File: src/rtl/traffic_sensor_cond.sv
// traffic_sensor_cond: synchronises and debounces the raw car sensors and parade/return
// buttons feeding the traffic-light FSM. Sensors become clean levels; buttons become
// single-cycle pulses on their debounced rising edge, with return taking priority.
// Define TSC_GLITCH_CNT_EN to add o_glitch_cnt, a saturating count of debounce aborts.
module traffic_sensor_cond #(
    parameter int DEB_CYCLES = 4,
    parameter int CNT_W      = 3
) (
    input  logic       i_clk,
    input  logic       i_rstn,
    input  logic       i_raw_t_a,
    input  logic       i_raw_t_b,
    input  logic       i_raw_p,
    input  logic       i_raw_r,
    output logic       o_t_a,
    output logic       o_t_b,
    output logic       o_p,
    output logic       o_r
`ifdef TSC_GLITCH_CNT_EN
    ,
    output logic [7:0] o_glitch_cnt
`endif
);
    typedef enum logic [1:0] {S_LO, S_CHK_HI, S_HI, S_CHK_LO} state_t;

    localparam logic [CNT_W-1:0] LAST = CNT_W'(DEB_CYCLES - 1);
    localparam logic [CNT_W-1:0] ONE  = CNT_W'(1);

    // Channel order everywhere: 0=t_a, 1=t_b, 2=p, 3=r
    logic [3:0] sync1_q;
    logic [3:0] sync2_q;
    logic [3:0] lvl_w;
    logic [1:0] btn_q;
`ifdef TSC_GLITCH_CNT_EN
    logic [3:0] abort_w;
    logic [8:0] glitch_d;
`endif

    // Two-flop synchronisers for all four raw inputs
    always_ff @(posedge i_clk) begin
        if (!i_rstn) begin
            sync1_q <= '0;
            sync2_q <= '0;
        end else begin
            sync1_q <= {i_raw_r, i_raw_p, i_raw_t_b, i_raw_t_a};
            sync2_q <= sync1_q;
        end
    end

    for (genvar c = 0; c < 4; c++) begin : g_ch
        state_t           st_q;
        logic [CNT_W-1:0] cnt_q;
        // Debounce FSM: the level flips only after DEB_CYCLES agreeing synchronised samples
        always_ff @(posedge i_clk) begin
            if (!i_rstn) begin
                st_q  <= S_LO;
                cnt_q <= '0;
            end else begin
                case (st_q)
                    S_LO: if (sync2_q[c]) begin
                        st_q  <= (DEB_CYCLES == 1) ? S_HI : S_CHK_HI;
                        cnt_q <= (DEB_CYCLES == 1) ? '0 : ONE;
                    end
                    S_CHK_HI: if (!sync2_q[c]) begin
                        st_q  <= S_LO;
                        cnt_q <= '0;
                    end else if (cnt_q == LAST) begin
                        st_q  <= S_HI;
                        cnt_q <= '0;
                    end else begin
                        cnt_q <= cnt_q + ONE;
                    end
                    S_HI: if (!sync2_q[c]) begin
                        st_q  <= (DEB_CYCLES == 1) ? S_LO : S_CHK_LO;
                        cnt_q <= (DEB_CYCLES == 1) ? '0 : ONE;
                    end
                    S_CHK_LO: if (sync2_q[c]) begin
                        st_q  <= S_HI;
                        cnt_q <= '0;
                    end else if (cnt_q == LAST) begin
                        st_q  <= S_LO;
                        cnt_q <= '0;
                    end else begin
                        cnt_q <= cnt_q + ONE;
                    end
                    default: begin
                        st_q  <= S_LO;
                        cnt_q <= '0;
                    end
                endcase
            end
        end
        assign lvl_w[c] = (st_q == S_HI) || (st_q == S_CHK_LO);
`ifdef TSC_GLITCH_CNT_EN
        assign abort_w[c] = ((st_q == S_CHK_HI) && !sync2_q[c]) || ((st_q == S_CHK_LO) && sync2_q[c]);
`endif
    end

    // Previous debounced button levels, used to turn a rising level into one pulse
    always_ff @(posedge i_clk) begin
        if (!i_rstn) btn_q <= '0;
        else         btn_q <= lvl_w[3:2];
    end

    assign o_t_a = lvl_w[0];
    assign o_t_b = lvl_w[1];
    assign o_r   = lvl_w[3] & ~btn_q[1];
    assign o_p   = lvl_w[2] & ~btn_q[0] & ~o_r;

`ifdef TSC_GLITCH_CNT_EN
    assign glitch_d = {1'b0, o_glitch_cnt} + 9'(abort_w[0]) + 9'(abort_w[1])
                    + 9'(abort_w[2]) + 9'(abort_w[3]);

    // Saturating count of aborted debounce attempts across all channels
    always_ff @(posedge i_clk) begin
        if (!i_rstn) o_glitch_cnt <= '0;
        else         o_glitch_cnt <= glitch_d[8] ? 8'hFF : glitch_d[7:0];
    end
`endif
endmodule

File: config.mk
export PLATFORM = sky130hd
export DESIGN_NAME = traffic_sensor_cond
export DESIGN_NICKNAME = d
export VERILOG_FILES = /design/src/rtl/traffic_sensor_cond.sv
export SDC_FILE = /design/constraint.sdc
export NUM_CORES = 1
export LEC_CHECK = 0
export ABC_AREA = 1
export BUFFER_PORTS_ARGS = -buffer_cell sky130_fd_sc_hd__buf_2
export CORE_ASPECT_RATIO = 0.7
export CORE_MARGIN = 3
export CORE_UTILIZATION = 57
export CTS_BUF_LIST = sky130_fd_sc_hd__clkbuf_4
export CTS_CLUSTER_DIAMETER = 60
export DETAILED_ROUTE_END_ITERATION = 6
export GPL_ROUTABILITY_DRIVEN = 0
export PLACE_DENSITY = 0.83
export SLEW_MARGIN = 15
export SYNTH_ARGS = -nofsm -noshare
export SYNTH_HDL_FRONTEND = slang
export SYNTH_SLANG_ARGS = --single-unit
export TNS_END_PERCENT = 50
File: constraint.sdc
create_clock -name i_clk -period 1.35 [get_ports i_clk]
set_clock_uncertainty 0.1 [all_clocks]
set_input_delay 0.135 -clock i_clk [delete_from_list [all_inputs] [get_ports i_clk]]
set_output_delay 0.135 -clock i_clk [all_outputs]
set_load 0.005 [all_outputs]
==> results of run 1 <==
[cell type report]
cell class | instances | share of cell area
Sequential cell | 30 | 0.438
Tap cell | 22 | 0.0199
Timing Repair Buffer | 16 | 0.0780
Multi-Input combinational cell | 95 | 0.342
Clock buffer | 7 | 0.0381
Inverter | 31 | 0.0843
[synthesized netlist by cell type (3+ instances only)]
master    instances
nor2_1           14
nand3_1           8
o21ai_1           4
nand2_1          38
ha_1              4
a21oi_1          12
nand4_1           3
inv_1            29
dfxtp_1          30
o21ai_0           3
clkbuf_1          3
[stage by stage]
step / setup WS [ps] / total power, mW
detailed placement: 132 / 1.06
finish: 83.2 / 1.55
global route: 0.369 / 1.63
CTS: 47.7 / 1.57
floorplan: 224 / 1.03
global placement: 199 / 1.05
[final timing paths]
path	startpoint	end	slack, ps	cells past startpoint
min reg2reg	sync1_q[0]$_SDFF_PN0_	sync2_q[0]$_SDFF_PN0_	320	2
min	i_rstn	sync1_q[3]$_SDFF_PN0_	60	3
max	flop	o_p	80	3
max reg2reg	g_ch[0].cnt_q[0]$_SDFFE_PN0P_	flop	130	5
[kinds of logic after synthesis]
logic type	share of synthesized area
AO/OA/AOI/OAI	0.106
adder cells (fa/ha/maj)	0.0415
flip-flops	0.497
XOR/XNOR	0.0145
buffers and inverters	0.112
AND/OR/NAND/NOR	0.229
[worst max-delay path, delay by kind of cell, from the launching register on]
family        cells  cell delay, ps
buf+inv           2             180
flops             1             370
simple gates      1             160
[layer usage]
layer | wire, um | vias to the layer above | share of wire
met5 | 0 | - | 0
met4 | 53 | 0 | 0.026
met3 | 84 | 7 | 0.041
met2 | 983 | 14 | 0.48
met1 | 936 | 445 | 0.46
li1 | - | 535 | -
[layout by cell type, fill, tap and decap left out]
cell type	synthesis	layout
buf_4	1	3
buf_2	0	9
o211ai_1	2	2
nor2_1	14	14
a21oi_2	2	2
a21oi_1	12	12
dfxtp_4	0	1
ha_1	4	4
nor3_1	2	2
nor3b_2	1	1
nand2_1	38	38
o21ai_0	3	3
dfxtp_1	30	29
dlygate4sd3_1	0	4
clkbuf_4	0	7
xor2_1	1	1
nand4_1	3	3
xnor2_1	1	1
inv_2	2	2
nand3_1	8	8
o21ai_1	4	4
inv_1	29	29
[power by group through the flow]
stage                     registers [mW]  clock network [mW]  logic (mW)
after global routing               0.934               0.563       0.136
after global placement             0.952                   0       0.102
after CTS                          0.932               0.524       0.116
after floorplan                    0.948                   0      0.0799
after detailed placement           0.953                   0       0.107
final                              0.930               0.507       0.116
[what timing repair did]
item / CTS / global route
hold buffers: 4 / 0
setup buffers: 0 / 1
gates cloned: 0 / 0
resized for setup: 1 / 1
setup endpoints to repair: 1 / 1
hold endpoints to repair: 4 / 0
==> results_dict.tcl, run 1 <==
set metrics [dict create \
    rsz0062_at_grt "no" \
    use_met1 0.210 \
    switchingPower_uw 358 \
    place_area_um2 1280 \
    critPathMaxFanout 4 \
    required_ps 1120 \
    synth_area_leader_cell "dfxtp_1" \
    yosys-top-cells-area "dfxtp_1 50%, nand2_1 12%, inv_1 9.0%" \
    fin_cells 201 \
    clock.fmax_mhz 789 \
    slew_violations 0 \
    postLayoutCellArea_um2 1380 \
    switching_share 0.231 \
    outcome "complete, no violations" \
    clk_transition_reported_paths_ps 80 \
    dr.pass1.iters 4 \
    seq_area_um2 604 \
    htreeDepth 2 \
    grt_usage 0.192 \
    cts_buffers 5 \
    ys.warnings.count 0 \
    antenna_left 0 \
    cts.sinks 30 \
    critical_path_arrival_ps 1030 \
    pin_count 10 \
    cp_slowest_cell "dfxtp_4" \
    antenna_found_initial 0 \
    num_vias 1001 \
    initial_utilization 0.624 \
    ys_ff_latch 30 \
    fin_util 0.713 \
    max-cap-violations 0 \
    fin_tns_setup_ps 0 \
    clock_latency_ps 320 \
    holdWs_ps 56.8 \
    p_int_mw 1.20 \
    multi_input_area_um2 472 \
    grt_overflow 0 \
    post_drt_wl_per_cell_um 10.2 \
    antennaDiodeCount 0 \
    powerDensity_nw_per_um2 1130 \
    post-route-min-period_ps 1270 \
    die_height_um 44.5 \
    pwr-share-comb 0.075 \
    synth.distinct_cells 19 \
    synth-async-reset-ratio 0 \
    endpoint_kind "output port" \
    netlist_area_um2 1210 \
    slew_headroom 0.807 \
    seqPwrFrac 0.599 \
    dp_cells 189 \
    worst_hold_path_type "input pin to flop" \
    grt-busiest-layer "met2" \
    portBuffers 9 \
    ys.flop_type "dfxtp_1" \
    crit_path_cell_trace "inv_1, nor3_1, buf_2" \
    globalRouteMet2Util 0.305 \
    met3_usage 0.0700 \
    synth_top_area_share 0.497 \
    ir_drop_mv 0.702 \
    dp_hpwl_um 1470 \
    synth_fp_nets 170 \
    grt_pass1_vias 937 \
    dieArea_um2 2720 \
    p_leak_nw 0.695 \
    max_stage_delay_ps 370 \
    grt_max_degree 15 \
    areaGrowthSynthToFinish_pct 14.3 \
    crit_type "flop to output port" \
    fp.dieW_um 61.0 \
    core-area_um2 1940 \
    start_kind "flop" \
    dr.first_iter.drc_count 42 \
    avgSynthCellArea_um2 7.55 \
    drive_above_1_share 0.140 \
    setup_viol 0 \
    clock_power_share 0.327 \
    clockRootBuffer "clkbuf_4" \
    wirelength_um 2060 \
    fillCellCount 151 \
    drcViolationCount 0 \
    syn_inst 160 \
    via_per_inst 4.98 \
    grt_pass1_wl_um 3720 \
    clock_path_buffers 2 \
    synth_edf_count 0 \
    num_rows 13 \
    finalHoldViolations 0 \
    cts_tree "yes" \
    period_share 0.938 \
    tightest_slew_ps 287 \
    ys_seq_area_frac 0.497 \
    nNetsFinal 189 \
]
(Power assumes the default switching activity.)
==> run 2: changes to the inputs <==
--- a/config.mk
+++ b/config.mk
@@ -7,5 +7,5 @@
 export LEC_CHECK = 0
 export ABC_AREA = 1
-export BUFFER_PORTS_ARGS = -buffer_cell sky130_fd_sc_hd__buf_2
+export CAP_MARGIN = 30
 export CORE_ASPECT_RATIO = 0.7
 export CORE_MARGIN = 3
@@ -14,6 +14,7 @@
 export CTS_CLUSTER_DIAMETER = 60
 export DETAILED_ROUTE_END_ITERATION = 6
+export DONT_BUFFER_PORTS = 1
 export GPL_ROUTABILITY_DRIVEN = 0
-export PLACE_DENSITY = 0.83
+export PLACE_DENSITY = 0.78
 export SLEW_MARGIN = 15
 export SYNTH_ARGS = -nofsm -noshare
==> constraint.sdc (replaced) <==
create_clock -name i_clk -period 1.35 [get_ports i_clk]
set_clock_uncertainty 0.1 [all_clocks]
set_input_delay 0.27 -clock i_clk [delete_from_list [all_inputs] [get_ports i_clk]]
set_output_delay 0.27 -clock i_clk [all_outputs]
set_load 0.005 [all_outputs]
==> results_dict.tcl, run 2 (same netlist as run 1, synthesis figures left out) <==
set metrics [dict create \
    outcome "complete, no violations" \
    path_buf_inv 1 \
    p_int_mw 1.17 \
    clock_power_share 0.330 \
    slew_headroom 0.647 \
    holdWs_ps 46.9 \
    pin_count 10 \
    critical_path_arrival_ps 930 \
    fin_util 0.705 \
    dr.first_iter.drc_count 45 \
    grt_pass1_vias 918 \
    htreeDepth 2 \
    drcViolationCount 0 \
    clock_path_buffers 2 \
    start_kind "flop" \
    cts.sinks 30 \
    dp_cells 178 \
    antenna_left 0 \
    p_leak_nw 0.656 \
    rsz0062_at_grt "yes" \
    dieArea_um2 2720 \
    num_vias 1009 \
    fin_tns_setup_ps 0 \
    final_cell_mix "38 x nand2_1, 28 x inv_1, 28 x dfxtp_1" \
    setup_viol 0 \
    place_area_um2 1220 \
    clk_transition_reported_paths_ps 90 \
    finalHoldViolations 0 \
    ir_drop_mv 0.779 \
    fp.dieW_um 61.0 \
    switchingPower_uw 380 \
    tightest_slew_ps 530 \
    seqPwrFrac 0.602 \
    place_ws_ps 157 \
    grt_pass1_wl_um 3590 \
    path_depth 3 \
    critPathMaxFanout 3 \
    cts_buffers 5 \
    endpoint_kind "output port" \
    antennaDiodeCount 0 \
    via_per_inst 5.20 \
    grt_max_degree 15 \
    required_ps 980 \
    final_common_cell "nand2_1" \
    portBuffers 0 \
    grt_usage 0.186 \
    switching_share 0.245 \
    post-route-min-period_ps 1300 \
    initial_utilization 0.624 \
    rr_startpoint "g_ch[0].cnt_q[0]$_SDFFE_PN0P_" \
    wirelength_um 2180 \
    clockRootBuffer "clkbuf_4" \
    total_power_mw 1.55 \
    clock_latency_ps 320 \
    max-cap-violations 0 \
    max_stage_delay_ps 340 \
    crit_type "flop to output port" \
    areaGrowthSynthToFinish_pct 13.1 \
    core-area_um2 1940 \
    worst_hold_path_type "input pin to flop" \
    post_drt_wl_per_cell_um 11.3 \
    crit_path_cell_trace "inv_2, nor2_4, nor3_2" \
    cts_tree "yes" \
    die_height_um 44.5 \
    critPathCapture "o_p" \
    powerDensity_nw_per_um2 1140 \
    grt_overflow 0 \
    r2r_cells 5 \
    path_delay_family "flip-flops" \
    cp_slowest_cell "dfxtp_2" \
    dp_hpwl_um 1460 \
    setup_ws_ps 54.4 \
    nNetsFinal 181 \
    num_rows 13 \
    drive_above_1_share 0.105 \
    fin_cells 194 \
    slew_violations 0 \
    clock.fmax_mhz 772 \
    postLayoutCellArea_um2 1370 \
    dr.pass1.iters 4 \
    period_share 0.960 \
    r2r_slack_ps 140 \
    antenna_found_initial 0 \
    pwr-share-comb 0.068 \
]
[run 2: metal layers]
layer | global-route usage | wire (um) | vias up
li1 | - | - | 523
met1 | 0.194 | 1020 | 459
met2 | 0.303 | 1010 | 21
met3 | 0.108 | 115 | 6
met4 | 0.0866 | 39 | 0
met5 | 0 | 0 | -
[run 2: power by group through the flow]
stage | logic, mW | registers [mW] | clock network [mW]
floorplan | 0.0799 | 0.948 | 0
global placement | 0.0789 | 0.953 | 0
detailed placement | 0.0834 | 0.954 | 0
CTS | 0.104 | 0.933 | 0.529
global route | 0.120 | 0.937 | 0.576
finish | 0.105 | 0.934 | 0.512
[run 2: worst register-to-register path, cell delays in order (launching register included)]
cell     delay [ps]
dfxtp_1         330
ha_1            230
a21oi_2         180
nand2_1          90
a21oi_1         130
nor2_1           50
[run 2: final cells by class]
type	instances	area, um^2
clock inverters	2	8.76
multi-input cells	95	484
flip-flops and latches	30	603
inverters	31	116
repair buffers	8	80.1
fillers	149	571
well taps	22	27.5
clock buffers	6	45.0
[run 2: worst min path at each step]
stage,from,end,slack [ps],cells after the start
6_report,i_rstn,g_ch[0].cnt_q[2]$_SDFFE_PN0P_,50,2
5_1_grt,i_rstn,g_ch[1].cnt_q[2]$_SDFFE_PN0P_,20,2
4_1_cts,i_rstn,g_ch[0].cnt_q[2]$_SDFFE_PN0P_,30,2
3_5_place_dp,i_rstn,sync1_q[3]$_SDFF_PN0_,270,2
3_3_place_gp,i_rstn,sync1_q[1]$_SDFF_PN0_,270,2
2_1_floorplan,i_raw_t_a,sync1_q[0]$_SDFF_PN0_,270,2
[run 2: what timing repair did]
| action | CTS | global route |
|---|---|---|
| buffers inserted | 1 | 0 |
| resized for setup | 5 | 2 |
| pin swaps | 1 | 0 |
| endpoints found under the setup margin | 1 | 3 |
| hold endpoints to repair | 20 | 0 |
| hold buffers | 7 | 0 |
